**src/rtl/imem_pkg.sv**
```systemverilog
// Shared constants and default program image for the RV32I instruction memory.
// Latency: n/a (compile-time constants and a pure function).
// Backpressure: n/a.
package imem_pkg;

  // addi x0,x0,0
  localparam logic [31:0] NOP_INSTR     = 32'h0000_0013;
  localparam int          DEFAULT_DEPTH = 64;

  // Boot program: x1 = 5, x2 = 10, x3 = x1 + x2, followed by NOPs.
  function automatic logic [31:0] default_word(input logic [31:0] idx,
                                               input logic [31:0] nop);
    logic [31:0] w;
    case (idx)
      32'd0:   w = 32'h0050_0093;  // addi x1,x0,5
      32'd1:   w = 32'h00A0_0113;  // addi x2,x0,10
      32'd2:   w = 32'h0020_81B3;  // add  x3,x1,x2
      default: w = nop;
    endcase
    return w;
  endfunction

endpackage

```
**src/rtl/imem_addr_decode.sv**
```systemverilog
// Byte-address decoder: word index plus misaligned / out-of-range flags.
// Latency: combinational, zero cycles.
// Backpressure: none.
// Ports:
//   addr          in   32         byte address
//   idx           out  log2DEPTH  word index addr[log2(DEPTH)+1:2] (not wrapped)
//   misaligned    out  1          addr[1:0] != 0
//   out_of_range  out  1          addr >= 4*DEPTH
module imem_addr_decode #(
  parameter int DEPTH = 64
) (
  input  logic [31:0]                addr,
  output logic [$clog2(DEPTH)-1:0]   idx,
  output logic                       misaligned,
  output logic                       out_of_range
);

  localparam int IDX_W = $clog2(DEPTH);

  assign idx        = addr[IDX_W+1:2];
  assign misaligned = |addr[1:0];
  // DEPTH is a power of two, so addr >= 4*DEPTH is exactly "any bit above
  // the index field is set"; this avoids a 32-bit overflow in 4*DEPTH.
  assign out_of_range = |addr[31:IDX_W+2];

endmodule

```
**src/rtl/rv32i_instruction_memory.sv**
```systemverilog
// Instruction store for the RV32I single-cycle datapath.
// Latency: combinational read (zero cycles); load writes land on the rising edge.
// Backpressure: none; every fetch and every load strobe is accepted.
// Optional run-time reload is enabled by defining IMEM_LOAD_EN.
// Ports:
//   clk, rst       clock and synchronous active-high reset
//   addr           byte PC; instr is the containing word (NOP_INSTR if out of range)
//   misaligned     addr[1:0] != 0            (combinational)
//   out_of_range   addr >= 4*DEPTH           (combinational)
//   fault_sticky   registered OR of both flags since reset
//   load_en/load_addr/load_data  word write port (IMEM_LOAD_EN only)
module rv32i_instruction_memory
  import imem_pkg::*;
#(
  parameter int          DEPTH     = DEFAULT_DEPTH,
  parameter logic [31:0] NOP_INSTR = imem_pkg::NOP_INSTR
) (
  input  logic        clk,
  input  logic        rst,
  input  logic [31:0] addr,
  output logic [31:0] instr,
  output logic        misaligned,
  output logic        out_of_range,
  output logic        fault_sticky
`ifdef IMEM_LOAD_EN
  ,
  input  logic        load_en,
  input  logic [31:0] load_addr,
  input  logic [31:0] load_data
`endif
);

  localparam int IDX_W = $clog2(DEPTH);

  logic [IDX_W-1:0] rd_idx;
  logic [31:0]      stored_word;

  imem_addr_decode #(.DEPTH(DEPTH)) u_rd_decode (
    .addr         (addr),
    .idx          (rd_idx),
    .misaligned   (misaligned),
    .out_of_range (out_of_range)
  );

`ifdef IMEM_LOAD_EN
  logic [IDX_W-1:0] load_idx;
  logic             load_oor;
  logic             load_misaligned_unused;  // low address bits are ignored on loads

  imem_addr_decode #(.DEPTH(DEPTH)) u_ld_decode (
    .addr         (load_addr),
    .idx          (load_idx),
    .misaligned   (load_misaligned_unused),
    .out_of_range (load_oor)
  );

  logic [31:0] mem [DEPTH];

  // Reset restores the boot image and wins over a coincident load.
  always_ff @(posedge clk) begin
    if (rst) begin
      for (int i = 0; i < DEPTH; i++) begin
        mem[i] <= default_word(32'(i), NOP_INSTR);
      end
    end else if (load_en && !load_oor) begin
      mem[load_idx] <= load_data;
    end
  end

  assign stored_word = mem[rd_idx];
`else
  // Constant ROM: the image is a pure function of the index.
  always_comb begin
    stored_word = default_word(32'(rd_idx), NOP_INSTR);
  end
`endif

  // Out-of-range fetches never alias onto a stored word.
  assign instr = out_of_range ? NOP_INSTR : stored_word;

  // Only fetch faults are captured; dropped loads are not faults.
  always_ff @(posedge clk) begin
    if (rst) begin
      fault_sticky <= 1'b0;
    end else if (misaligned || out_of_range) begin
      fault_sticky <= 1'b1;
    end
  end

endmodule

```
**config.mk**
```make
export PLATFORM = sky130hd
export DESIGN_NAME = rv32i_instruction_memory
export DESIGN_NICKNAME = d
export VERILOG_FILES = /design/src/rtl/imem_pkg.sv /design/src/rtl/imem_addr_decode.sv /design/src/rtl/rv32i_instruction_memory.sv
export SDC_FILE = /design/constraint.sdc
export NUM_CORES = 1
export LEC_CHECK = 0
export BUFFER_PORTS_ARGS = -buffer_cell sky130_fd_sc_hd__buf_2
export CAP_MARGIN = 20
export CORE_MARGIN = 2
export CORE_UTILIZATION = 24
export CTS_CLUSTER_DIAMETER = 60
export DETAILED_ROUTE_END_ITERATION = 10
export PLACE_DENSITY = 0.78
export REMOVE_ABC_BUFFERS = 1
export SLEW_MARGIN = 30
export SYNTH_ARGS = -nofsm -noshare
export SYNTH_HDL_FRONTEND = slang
export SYNTH_HIERARCHICAL = 1
export SYNTH_SLANG_ARGS = --single-unit
```
**constraint.sdc**
```tcl
create_clock -name clk -period 1.3 [get_ports clk]
set_input_delay 0.065 -clock clk [delete_from_list [all_inputs] [get_ports clk]]
set_output_delay 0.065 -clock clk [all_outputs]
set_load 0.005 [all_outputs]
```
==> impl_metrics.xml, run 1 <==
<?xml version="1.0" encoding="UTF-8"?>
<metrics>
  <group name="routing">
    <metric name="drt_iter0_drc" unit="">1</metric>
    <metric name="vias" unit="">450</metric>
    <metric name="firstDrtPassIters" unit="">2</metric>
    <metric name="route.detailed.wl_per_inst" unit="um">9.95</metric>
    <metric name="drt_wl_total" unit="um">1090</metric>
    <metric name="vias_per_cell" unit="">4.13</metric>
    <metric name="final_antenna_net_count" unit="">0</metric>
    <metric name="remaining_drc_errors" unit="">0</metric>
  </group>
  <group name="synthesis">
    <metric name="synth_largest_area_cell" unit="">sky130_fd_sc_hd__buf_4</metric>
    <metric name="synth_top_cells_by_count" unit="">sky130_fd_sc_hd__buf_4 (33), sky130_fd_sc_hd__nor4_1 (8), sky130_fd_sc_hd__nor3_1 (3)</metric>
    <metric name="count_of_different_cell_masters_after_synthesis" unit="">13</metric>
    <metric name="number_of_enable_flip_flop_cells_after_synthesis" unit="">0</metric>
    <metric name="synth.cell_area" unit="um2">409</metric>
    <metric name="postSynthRegisterBits" unit="">1</metric>
    <metric name="synth_area_per_cell" unit="um2">7.31</metric>
    <metric name="ys_async_sr_fraction" unit="%">0</metric>
    <metric name="synth_sequential_area_ratio" unit="%">4.89</metric>
    <metric name="synth_top_cell_area_share" unit="%">60.6</metric>
    <metric name="netlist_instances" unit="">56</metric>
    <metric name="synth.most_common_cell" unit="">sky130_fd_sc_hd__buf_4</metric>
    <metric name="yosysWarningCount" unit="">6</metric>
    <metric name="synth_ff_type" unit="">sky130_fd_sc_hd__dfxtp_1</metric>
    <metric name="synth.top_cells.by_area" unit="">sky130_fd_sc_hd__buf_4 (61%), sky130_fd_sc_hd__nor4_1 (12%), sky130_fd_sc_hd__dfxtp_1 (4.9%)</metric>
  </group>
  <group name="setup_path">
    <metric name="crit_required" unit="ps">1240</metric>
    <metric name="worst_ep_arrival_time" unit="ps">1600</metric>
    <metric name="worstSetupPathType" unit="">input pin to output port</metric>
    <metric name="rr_endpoint" unit="">fault_sticky</metric>
    <metric name="worst-r2r-setup-slack" unit="ps">640</metric>
    <metric name="timing.critical_path.fanout_max" unit="">5</metric>
    <metric name="worst_setup_path_start_kind" unit="">input pin</metric>
    <metric name="worstSetupStartpoint" unit="">addr[8]</metric>
    <metric name="r2r.worst_path.cells" unit="">2</metric>
    <metric name="startpoint_of_the_lowest_slack_register_to_register_path" unit="">fault_sticky</metric>
    <metric name="setup.worst_path.end_class" unit="">output port</metric>
  </group>
  <group name="timing">
    <metric name="hold_viol" unit="">0</metric>
    <metric name="final.setup.tns" unit="ps">-2820</metric>
    <metric name="rsz_0062_raised_after_global_routing" unit="">yes</metric>
    <metric name="worst_hold_check_slack" unit="ps">220</metric>
    <metric name="fmaxAchievable" unit="MHz">601</metric>
    <metric name="fin_worst_skew" unit="ps">0</metric>
    <metric name="slew_violations" unit="">0</metric>
    <metric name="setup_viol" unit="">10</metric>
    <metric name="final_worst_slack" unit="ps">-365</metric>
    <metric name="final.period_utilization" unit="%">128</metric>
    <metric name="final.min_clock_period" unit="ps">1670</metric>
  </group>
  <group name="die">
    <metric name="floorplan.core_area" unit="um2">1560</metric>
    <metric name="io-pin-count" unit="">69</metric>
    <metric name="fp.dieH" unit="um">45.3</metric>
    <metric name="dieArea" unit="um2">2050</metric>
    <metric name="rows" unit="">14</metric>
    <metric name="die_x" unit="um">45.3</metric>
    <metric name="initial_utilization" unit="%">26.2</metric>
  </group>
  <group name="min_path">
    <metric name="min-delay-path-class" unit="">input pin to flip-flop</metric>
    <metric name="critical_hold_path_startpoint" unit="">rst</metric>
    <metric name="hold_depth" unit="">2</metric>
    <metric name="min_to" unit="">fault_sticky</metric>
  </group>
  <group name="layout">
    <metric name="antenna-diode-count" unit="">0</metric>
    <metric name="largest_register_ffs" unit="">1</metric>
    <metric name="multi_input_area" unit="um2">299</metric>
    <metric name="final-seq-area" unit="um2">20.0</metric>
    <metric name="share_of_cells_above_drive_strength_1" unit="%">64.5</metric>
    <metric name="biggestRegsByFlops" unit="">fault_sticky: 1 flops</metric>
    <metric name="final_nets" unit="">129</metric>
    <metric name="fin_area" unit="um2">622</metric>
    <metric name="largest_register" unit="">fault_sticky</metric>
    <metric name="fin_util" unit="%">39.9</metric>
    <metric name="layoutNonFillerInstCount" unit="">109</metric>
    <metric name="layout.filler_cells" unit="">160</metric>
    <metric name="area_growth_syn_to_layout" unit="%">52.0</metric>
  </group>
  <group name="clocking">
    <metric name="clk-insertion-delay-late" unit="ps">0</metric>
    <metric name="postCtsHoldBufs" unit="">0</metric>
    <metric name="clkSlewWorstSetupHoldPaths" unit="ps">0</metric>
  </group>
  <group name="grt">
    <metric name="grt_remaining_overflow" unit="">0</metric>
    <metric name="grt_antenna_before_repair" unit="">0</metric>
    <metric name="largest_net_degree_at_the_start_of_global_routing" unit="">6</metric>
    <metric name="first_pass_grt_wire_length" unit="um">1360</metric>
    <metric name="grt.total_usage" unit="%">8.82</metric>
    <metric name="grt_pass1_vias" unit="">358</metric>
  </group>
  <group name="placed_design">
    <metric name="place.gp.congestion" unit="">0.728</metric>
    <metric name="hpwlAfterDp" unit="um">861</metric>
    <metric name="portBuffers" unit="">44</metric>
    <metric name="place.detailed.instances" unit="">105</metric>
    <metric name="dpl-instance-area" unit="um2">484</metric>
  </group>
  <group name="pwr">
    <metric name="ir_worst_vdd" unit="uV">184</metric>
    <metric name="powerDensity" unit="nW/um2">230</metric>
    <metric name="p_leak" unit="nW">0.341</metric>
  </group>
  <group name="outcome">
    <metric name="outcome" unit="">complete, but fails checks</metric>
    <metric name="violations" unit="">setup timing</metric>
  </group>
  <group name="job">
    <metric name="drv.max_cap_violation_count" unit="">0</metric>
  </group>
</metrics>
[metrics by stage]
stage          power [mW]  setup WS, ps
3_3_place_gp        0.115          -389
3_5_place_dp        0.117          -502
6_report            0.143          -365
4_1_cts             0.133          -291
5_1_grt             0.156          -468
2_1_floorplan      0.0620          -221
[timing repair]
| action | CTS | global route |
|---|---|---|
| resized for setup | 12 | 5 |
| pin swaps | 10 | 3 |
| buffers inserted | 4 | 1 |
| endpoints found under the setup margin | 8 | 10 |
[per-layer routing]
| layer | vias up | share of wire [%] | global-route usage (%) |
|---|---|---|---|
| met4 | 0 | 0 | 0 |
| met2 | 49 | 59 | 21.4 |
| met1 | 192 | 29 | 7.88 |
| met5 | - | 0 | 0 |
| li1 | 209 | - | - |
| met3 | 0 | 12 | 0 |
[kinds of logic (layout without fill, tap and decap cells)]
kind of cell / after synthesis / count (layout) / share of synthesized area [%]
other: 2 / 24 / 1.84
XOR/XNOR: 1 / 1 / 2.14
buffers and inverters: 34 / 49 / 61.5
flip-flops: 1 / 1 / 4.89
AND/OR/NAND/NOR: 18 / 18 / 29.7
[worst max path at each step]
| stage | end |
|---|---|
| after floorplan | instr[15] |
| after global placement | instr[15] |
| after detailed placement | instr[22] |
| after CTS | instr[23] |
| after global routing | instr[23] |
| final | instr[23] |
[power by group]
| part | switching [mW] | internal, mW | total [mW] | leakage [nW] |
|---|---|---|---|---|
| Combinational | 0.0541 | 0.0542 | 0.108 | 0.332 |
| Sequential | 0.00169 | 0.0330 | 0.0347 | 0.00844 |
| Clock | 0 | 0 | 0 | 0 |
[critical path: stages]
cell and delay (ps):
sky130_fd_sc_hd__buf_6 90, sky130_fd_sc_hd__nor4_1 300, sky130_fd_sc_hd__and4_1 250, sky130_fd_sc_hd__nand3_2 80, sky130_fd_sc_hd__or3_4 410, sky130_fd_sc_hd__nor4b_2 270, sky130_fd_sc_hd__buf_2 150
[cell type report]
type | instances | area share [%]
Inverter | 1 | 0.604
Multi-Input combinational cell | 43 | 48.1
Sequential cell | 1 | 3.22
Tap cell | 16 | 3.22
Timing Repair Buffer | 48 | 44.9
[cells in the final DEF (no fill, tap or decap), drive strengths merged]
| master | count |
|---|---|
| conb | 24 |
| or2 | 2 |
| dfxtp | 1 |
| nor4 | 8 |
| nor2 | 1 |
| xnor2 | 1 |
| or3 | 1 |
| nor4b | 1 |
| buf | 48 |
| and4 | 1 |
| nand3 | 1 |
| nor3 | 3 |
| inv | 1 |
No activity file was read; power rests on OpenSTA's default activity.
==> run 2: changes to the inputs <==
--- a/config.mk
+++ b/config.mk
@@ -9,8 +9,8 @@
 export CAP_MARGIN = 20
 export CORE_MARGIN = 2
-export CORE_UTILIZATION = 24
+export CORE_UTILIZATION = 27
 export CTS_CLUSTER_DIAMETER = 60
 export DETAILED_ROUTE_END_ITERATION = 10
-export PLACE_DENSITY = 0.78
+export PLACE_DENSITY = 0.82
 export REMOVE_ABC_BUFFERS = 1
 export SLEW_MARGIN = 30
==> constraint.sdc (replaced) <==
create_clock -name clk -period 1.81 [get_ports clk]
set_input_delay 0.0905 -clock clk [delete_from_list [all_inputs] [get_ports clk]]
set_output_delay 0.0905 -clock clk [all_outputs]
set_load 0.02 [all_outputs]
==> run 2 against run 1 <==
  * The flow now finishes without violations
  * Register-to-register slack better by 530 ps
  * Power down 4.5%
  * Combinational power is 4% higher
  * Hold slack better by 30 ps
  * Sequential share of layout area up 0.12 points
  * Sequential power shrank 30%
  * Core utilization rose by 1.3 points
  * Die area decreased by 10%
  * Critical path depth unchanged
  * Sequential cell count did not move
  * Via count decreased by 7.1%
  * Critical path type unchanged
  * Largest cell class unchanged
==> impl_metrics.xml, run 2 (synthesized netlist as in run 1, its figures left out) <==
<?xml version="1.0" encoding="UTF-8"?>
<metrics>
  <group name="outcome">
    <metric name="outcome" unit="">finished, final reports clean</metric>
  </group>
  <group name="layout">
    <metric name="fin_area" unit="um2">599</metric>
    <metric name="layoutNonFillerInstCount" unit="">106</metric>
    <metric name="largest_register" unit="">fault_sticky</metric>
    <metric name="area_growth_syn_to_layout" unit="%">46.5</metric>
    <metric name="fin_util" unit="%">41.2</metric>
    <metric name="biggestRegsByFlops" unit="">fault_sticky: 1 flops</metric>
    <metric name="final_cell_mix" unit="">sky130_fd_sc_hd__buf_2 (35), sky130_fd_sc_hd__conb_1 (24), sky130_fd_sc_hd__buf_4 (7)</metric>
    <metric name="most_common_cell_after_layout_fill_and_taps_aside" unit="">sky130_fd_sc_hd__buf_2</metric>
    <metric name="antenna-diode-count" unit="">0</metric>
    <metric name="share_of_cells_above_drive_strength_1" unit="%">63.3</metric>
    <metric name="largest_register_ffs" unit="">1</metric>
    <metric name="layout.filler_cells" unit="">161</metric>
    <metric name="final_nets" unit="">126</metric>
  </group>
  <group name="die">
    <metric name="die_x" unit="um">42.9</metric>
    <metric name="dieArea" unit="um2">1840</metric>
    <metric name="floorplan.core_area" unit="um2">1450</metric>
    <metric name="fp.dieH" unit="um">42.9</metric>
    <metric name="initial_utilization" unit="%">28.1</metric>
    <metric name="rows" unit="">14</metric>
    <metric name="io-pin-count" unit="">69</metric>
  </group>
  <group name="timing">
    <metric name="fin_worst_skew" unit="ps">0</metric>
    <metric name="slew_violations" unit="">0</metric>
    <metric name="setup_viol" unit="">0</metric>
    <metric name="fmaxAchievable" unit="MHz">558</metric>
    <metric name="final_worst_slack" unit="ps">16.3</metric>
    <metric name="final.min_clock_period" unit="ps">1790</metric>
    <metric name="final.setup.tns" unit="ps">0</metric>
    <metric name="hold_viol" unit="">0</metric>
    <metric name="final.period_utilization" unit="%">99.1</metric>
    <metric name="rsz_0062_raised_after_global_routing" unit="">yes</metric>
    <metric name="worst_hold_check_slack" unit="ps">250</metric>
  </group>
  <group name="grt">
    <metric name="largest_net_degree_at_the_start_of_global_routing" unit="">6</metric>
    <metric name="grt_remaining_overflow" unit="">0</metric>
    <metric name="grt.total_usage" unit="%">10.0</metric>
    <metric name="grt_antenna_before_repair" unit="">0</metric>
    <metric name="grt_pass1_vias" unit="">355</metric>
    <metric name="first_pass_grt_wire_length" unit="um">1490</metric>
  </group>
  <group name="setup_path">
    <metric name="crit_required" unit="ps">1720</metric>
    <metric name="timing.critical_path.fanout_max" unit="">5</metric>
    <metric name="critical-path-max-stage-delay" unit="ps">470</metric>
    <metric name="worstSetupPathType" unit="">input pin to output port</metric>
    <metric name="setup.worst_path.end_class" unit="">output port</metric>
    <metric name="timing.critical_path.mode_cell" unit="">sky130_fd_sc_hd__buf_2</metric>
    <metric name="crit_path_cell_trace" unit="">buf_2, nor4_2, and4_1, nand3_2, or3_4, nor4b_2, buf_2</metric>
    <metric name="crit_slowest_cell" unit="">sky130_fd_sc_hd__or3_4</metric>
    <metric name="worst_ep_arrival_time" unit="ps">1700</metric>
    <metric name="worst_setup_path_start_kind" unit="">input pin</metric>
  </group>
  <group name="routing">
    <metric name="vias" unit="">418</metric>
    <metric name="firstDrtPassIters" unit="">1</metric>
    <metric name="drt_iter0_drc" unit="">0</metric>
    <metric name="remaining_drc_errors" unit="">0</metric>
    <metric name="final_antenna_net_count" unit="">0</metric>
    <metric name="vias_per_cell" unit="">3.94</metric>
    <metric name="drt_wl_total" unit="um">1050</metric>
    <metric name="route.detailed.wl_per_inst" unit="um">9.90</metric>
  </group>
  <group name="pwr">
    <metric name="clock_power_share" unit="%">0</metric>
    <metric name="p_leak" unit="nW">0.315</metric>
    <metric name="power.total" unit="mW">0.137</metric>
    <metric name="ir_worst_vdd" unit="uV">124</metric>
    <metric name="power.switching_fraction" unit="%">54.7</metric>
    <metric name="power.share.sequential" unit="%">17.7</metric>
    <metric name="switchingPower" unit="mW">0.0747</metric>
    <metric name="powerDensity" unit="nW/um2">228</metric>
    <metric name="power.combinational.fraction" unit="%">82.3</metric>
    <metric name="internal-power" unit="mW">0.0619</metric>
  </group>
  <group name="placed_design">
    <metric name="preCtsSetupSlack" unit="ps">-116</metric>
    <metric name="dpl-instance-area" unit="um2">484</metric>
    <metric name="place.detailed.instances" unit="">105</metric>
    <metric name="portBuffers" unit="">44</metric>
    <metric name="place.gp.congestion" unit="">0.685</metric>
    <metric name="hpwlAfterDp" unit="um">881</metric>
  </group>
  <group name="job">
    <metric name="drv.max_cap_violation_count" unit="">0</metric>
  </group>
  <group name="min_path">
    <metric name="min-delay-path-class" unit="">input pin to flip-flop</metric>
  </group>
  <group name="clocking">
    <metric name="clk-insertion-delay-late" unit="ps">0</metric>
    <metric name="clkSlewWorstSetupHoldPaths" unit="ps">0</metric>
  </group>
</metrics>
run 2: cell types whose count changed in the layout (fill, tap and decap cells not counted), sizes merged:
cell,previous run,this run
buf,48,45
run 2: power groups by stage:
stage / Sequential, mW / Combinational [mW] / Clock [mW]
3_3_place_gp: 0.0241 / 0.0928 / 0
4_1_cts: 0.0242 / 0.0975 / 0
5_1_grt: 0.0243 / 0.122 / 0
6_report: 0.0242 / 0.112 / 0
2_1_floorplan: 0.0257 / 0.0537 / 0
3_5_place_dp: 0.0242 / 0.0947 / 0
run 2: worst paths after layout:
path	startpoint	cells past startpoint	end	slack, ps
worst max register to register	fault_sticky	2	fault_sticky	1170
worst min register to register	fault_sticky	2	fault_sticky	460
worst min-delay path	rst	2	fault_sticky	250
worst max-delay path	addr[23]	7	instr[23]	20
run 2: worst max-delay path, delay by kind of cell:
kind / cells / cell delay, ps
simple gates: 5 / 1310
buf+inv: 2 / 300
run 2: metal layers:
layer / routed length [um] / track usage (%) / up-vias
met4: 0 / 0 / 0
met3: 164 / 0.851 / 0
met2: 611 / 22.7 / 42
met1: 274 / 9.67 / 175
met5: 0 / 0 / -
li1: - / - / 201
run 2: final cells by class:
| cell class | instances | area, um2 | share of cell area, % |
|---|---|---|---|
| Sequential cell | 1 | 20.0 | 3.34 |
| Multi-Input combinational cell | 43 | 294 | 49.1 |
| Timing Repair Buffer | 45 | 262 | 43.6 |
| Inverter | 1 | 3.75 | 0.626 |
| Tap cell | 16 | 20.0 | 3.34 |
run 2: what timing repair did:
item / in CTS / in global routing
pin swaps: 1 / 7
buffers inserted: 0 / 1
setup endpoints to repair: 7 / 7
hold buffers: 0 / 0
gates cloned: 0 / 0
resized for setup: 4 / 16
==> run 3: changes to the inputs <==
- PLACE_DENSITY: 0.82 -> 0.85
- SLEW_MARGIN: 30 -> 0
==> run 3 against run 2 <==
  * Clock skew stayed put
  * Hold slack lost 0.87 ps
  * Combinational power grew 4%
  * Cell count unchanged
  * Power increased by 2.6%
  * Critical path type unchanged
  * Largest power group unchanged
==> impl_metrics.xml, run 3 (synthesized netlist as in run 1, its figures left out) <==
<?xml version="1.0" encoding="UTF-8"?>
<metrics>
  <group name="outcome">
    <metric name="outcome" unit="">finished, final reports clean</metric>
  </group>
  <group name="min_path">
    <metric name="min-delay-path-class" unit="">input pin to flip-flop</metric>
    <metric name="hold_depth" unit="">2</metric>
  </group>
  <group name="setup_path">
    <metric name="timing.critical_path.fanout_max" unit="">5</metric>
    <metric name="worstSetupPathType" unit="">input pin to output port</metric>
    <metric name="critical-path-max-stage-delay" unit="ps">450</metric>
    <metric name="setup.worst_path.end_class" unit="">output port</metric>
    <metric name="crit_slowest_cell" unit="">sky130_fd_sc_hd__or3_4</metric>
    <metric name="r2r.worst_path.cells" unit="">2</metric>
    <metric name="timing.critical_path.max_delay_family" unit="">simple AND/OR/NAND/NOR gates</metric>
    <metric name="critical_path_buffers_and_inverters" unit="">2</metric>
    <metric name="crit_path_cell_trace" unit="">buf_2, nor4_2, and4_1, nand3_2, or3_4, nor4b_4, buf_4</metric>
    <metric name="worst_setup_path_start_kind" unit="">input pin</metric>
    <metric name="crit_required" unit="ps">1720</metric>
    <metric name="path_depth" unit="">7</metric>
    <metric name="worst_ep_arrival_time" unit="ps">1700</metric>
  </group>
  <group name="grt">
    <metric name="grt.total_usage" unit="%">10.7</metric>
    <metric name="grt_antenna_before_repair" unit="">0</metric>
    <metric name="grt_pass1_vias" unit="">375</metric>
    <metric name="first_pass_grt_wire_length" unit="um">1590</metric>
    <metric name="largest_net_degree_at_the_start_of_global_routing" unit="">6</metric>
    <metric name="grt_remaining_overflow" unit="">0</metric>
  </group>
  <group name="placed_design">
    <metric name="place.gp.congestion" unit="">0.731</metric>
    <metric name="portBuffers" unit="">44</metric>
    <metric name="preCtsSetupSlack" unit="ps">-87.1</metric>
    <metric name="hpwlAfterDp" unit="um">890</metric>
  </group>
  <group name="die">
    <metric name="fp.dieH" unit="um">42.9</metric>
    <metric name="rows" unit="">14</metric>
    <metric name="initial_utilization" unit="%">28.1</metric>
    <metric name="die_x" unit="um">42.9</metric>
    <metric name="dieArea" unit="um2">1840</metric>
    <metric name="io-pin-count" unit="">69</metric>
    <metric name="floorplan.core_area" unit="um2">1450</metric>
  </group>
  <group name="routing">
    <metric name="firstDrtPassIters" unit="">1</metric>
    <metric name="remaining_drc_errors" unit="">0</metric>
    <metric name="final_antenna_net_count" unit="">0</metric>
    <metric name="drt_wl_total" unit="um">1080</metric>
    <metric name="route.detailed.wl_per_inst" unit="um">10.1</metric>
    <metric name="vias_per_cell" unit="">3.95</metric>
    <metric name="vias" unit="">419</metric>
    <metric name="drt_iter0_drc" unit="">0</metric>
  </group>
  <group name="timing">
    <metric name="fin_worst_skew" unit="ps">0</metric>
    <metric name="hold_viol" unit="">0</metric>
    <metric name="fmaxAchievable" unit="MHz">558</metric>
    <metric name="final_worst_slack" unit="ps">19.4</metric>
    <metric name="final.period_utilization" unit="%">98.9</metric>
    <metric name="slew_violations" unit="">0</metric>
    <metric name="setup_viol" unit="">0</metric>
    <metric name="rsz_0062_raised_after_global_routing" unit="">yes</metric>
    <metric name="final.min_clock_period" unit="ps">1790</metric>
  </group>
  <group name="pwr">
    <metric name="p_leak" unit="nW">0.325</metric>
    <metric name="power.total" unit="mW">0.140</metric>
    <metric name="ir_worst_vdd" unit="uV">147</metric>
    <metric name="powerDensity" unit="nW/um2">227</metric>
  </group>
  <group name="layout">
    <metric name="largest_register" unit="">fault_sticky</metric>
    <metric name="share_of_cells_above_drive_strength_1" unit="%">63.3</metric>
    <metric name="largest_register_ffs" unit="">1</metric>
    <metric name="layout.filler_cells" unit="">151</metric>
    <metric name="final_nets" unit="">126</metric>
    <metric name="area_growth_syn_to_layout" unit="%">50.8</metric>
    <metric name="biggestRegsByFlops" unit="">fault_sticky: 1 flops</metric>
    <metric name="antenna-diode-count" unit="">0</metric>
    <metric name="final_cell_mix" unit="">sky130_fd_sc_hd__buf_2 (33), sky130_fd_sc_hd__conb_1 (24), sky130_fd_sc_hd__buf_4 (8)</metric>
    <metric name="fin_util" unit="%">42.4</metric>
    <metric name="most_common_cell_after_layout_fill_and_taps_aside" unit="">sky130_fd_sc_hd__buf_2</metric>
  </group>
  <group name="clocking">
    <metric name="clkSlewWorstSetupHoldPaths" unit="ps">0</metric>
    <metric name="clk-insertion-delay-late" unit="ps">0</metric>
  </group>
  <group name="job">
    <metric name="drv.max_cap_violation_count" unit="">0</metric>
  </group>
</metrics>
==> run 3: changes by cell type in the layout (fill, tap and decap cells not counted) <==
cell and delta:
sky130_fd_sc_hd__buf_6 +1, sky130_fd_sc_hd__buf_2 -2, sky130_fd_sc_hd__nor4b_2 -1, sky130_fd_sc_hd__buf_4 +1, sky130_fd_sc_hd__nor4b_4 +1
==> run 3: worst paths after layout <==
path	slack, ps	startpoint	end
max	20	addr[29]	instr[23]
min	250	rst	fault_sticky
max reg2reg	1170	fault_sticky	fault_sticky
min reg2reg	460	fault_sticky	fault_sticky
==> run 3: repair_timing <==
item | 4_1_cts | 5_1_grt
hold buffers | 0 | 0
pin swaps | 1 | 6
gates resized for setup | 4 | 19
endpoints found under the setup margin | 7 | 7
setup buffers | 0 | 0
==> run 3: layer usage <==
metal | up-vias | global-route usage (%) | part of all wire, %
li1 | 201 | - | -
met1 | 185 | 9.67 | 24
met2 | 33 | 24.8 | 63
met3 | 0 | 1.28 | 13
met4 | 0 | 0 | 0
met5 | - | 0 | 0
==> run 3: area by class of cell <==
| type | instances | area (um2) | share of cell area [%] |
|---|---|---|---|
| sequential | 1 | 20.0 | 3.25 |
| multi-input combinational | 43 | 303 | 49.1 |
| tap | 16 | 20.0 | 3.25 |
| inverter | 1 | 3.75 | 0.609 |
| timing repair buffer | 45 | 270 | 43.8 |
==> run 3: report_power, final <==
part           internal, mW  switching, mW  total (mW)  leakage [nW]
logic                0.0400         0.0760       0.116         0.316
registers            0.0237       0.000488      0.0242       0.00844
clock network             0              0           0             0
==> run 3: metrics by stage <==
stage          hold slack, ps  std cells  setup TNS (ps)  instance area (um2)
5_1_grt                   276        106           -76.4                  617
3_5_place_dp              248        106            -444                  492
4_1_cts                   249        106               0                  515
3_3_place_gp              247        106               0                  492
6_report                  249        106               0                  617
2_1_floorplan             163         45           -3750                  244
==> run 3: worst register-to-register path, stage by stage, from the launching register on <==
cell and delay [ps]:
sky130_fd_sc_hd__dfxtp_1 280, sky130_fd_sc_hd__nor3_1 180, sky130_fd_sc_hd__nor2_1 50
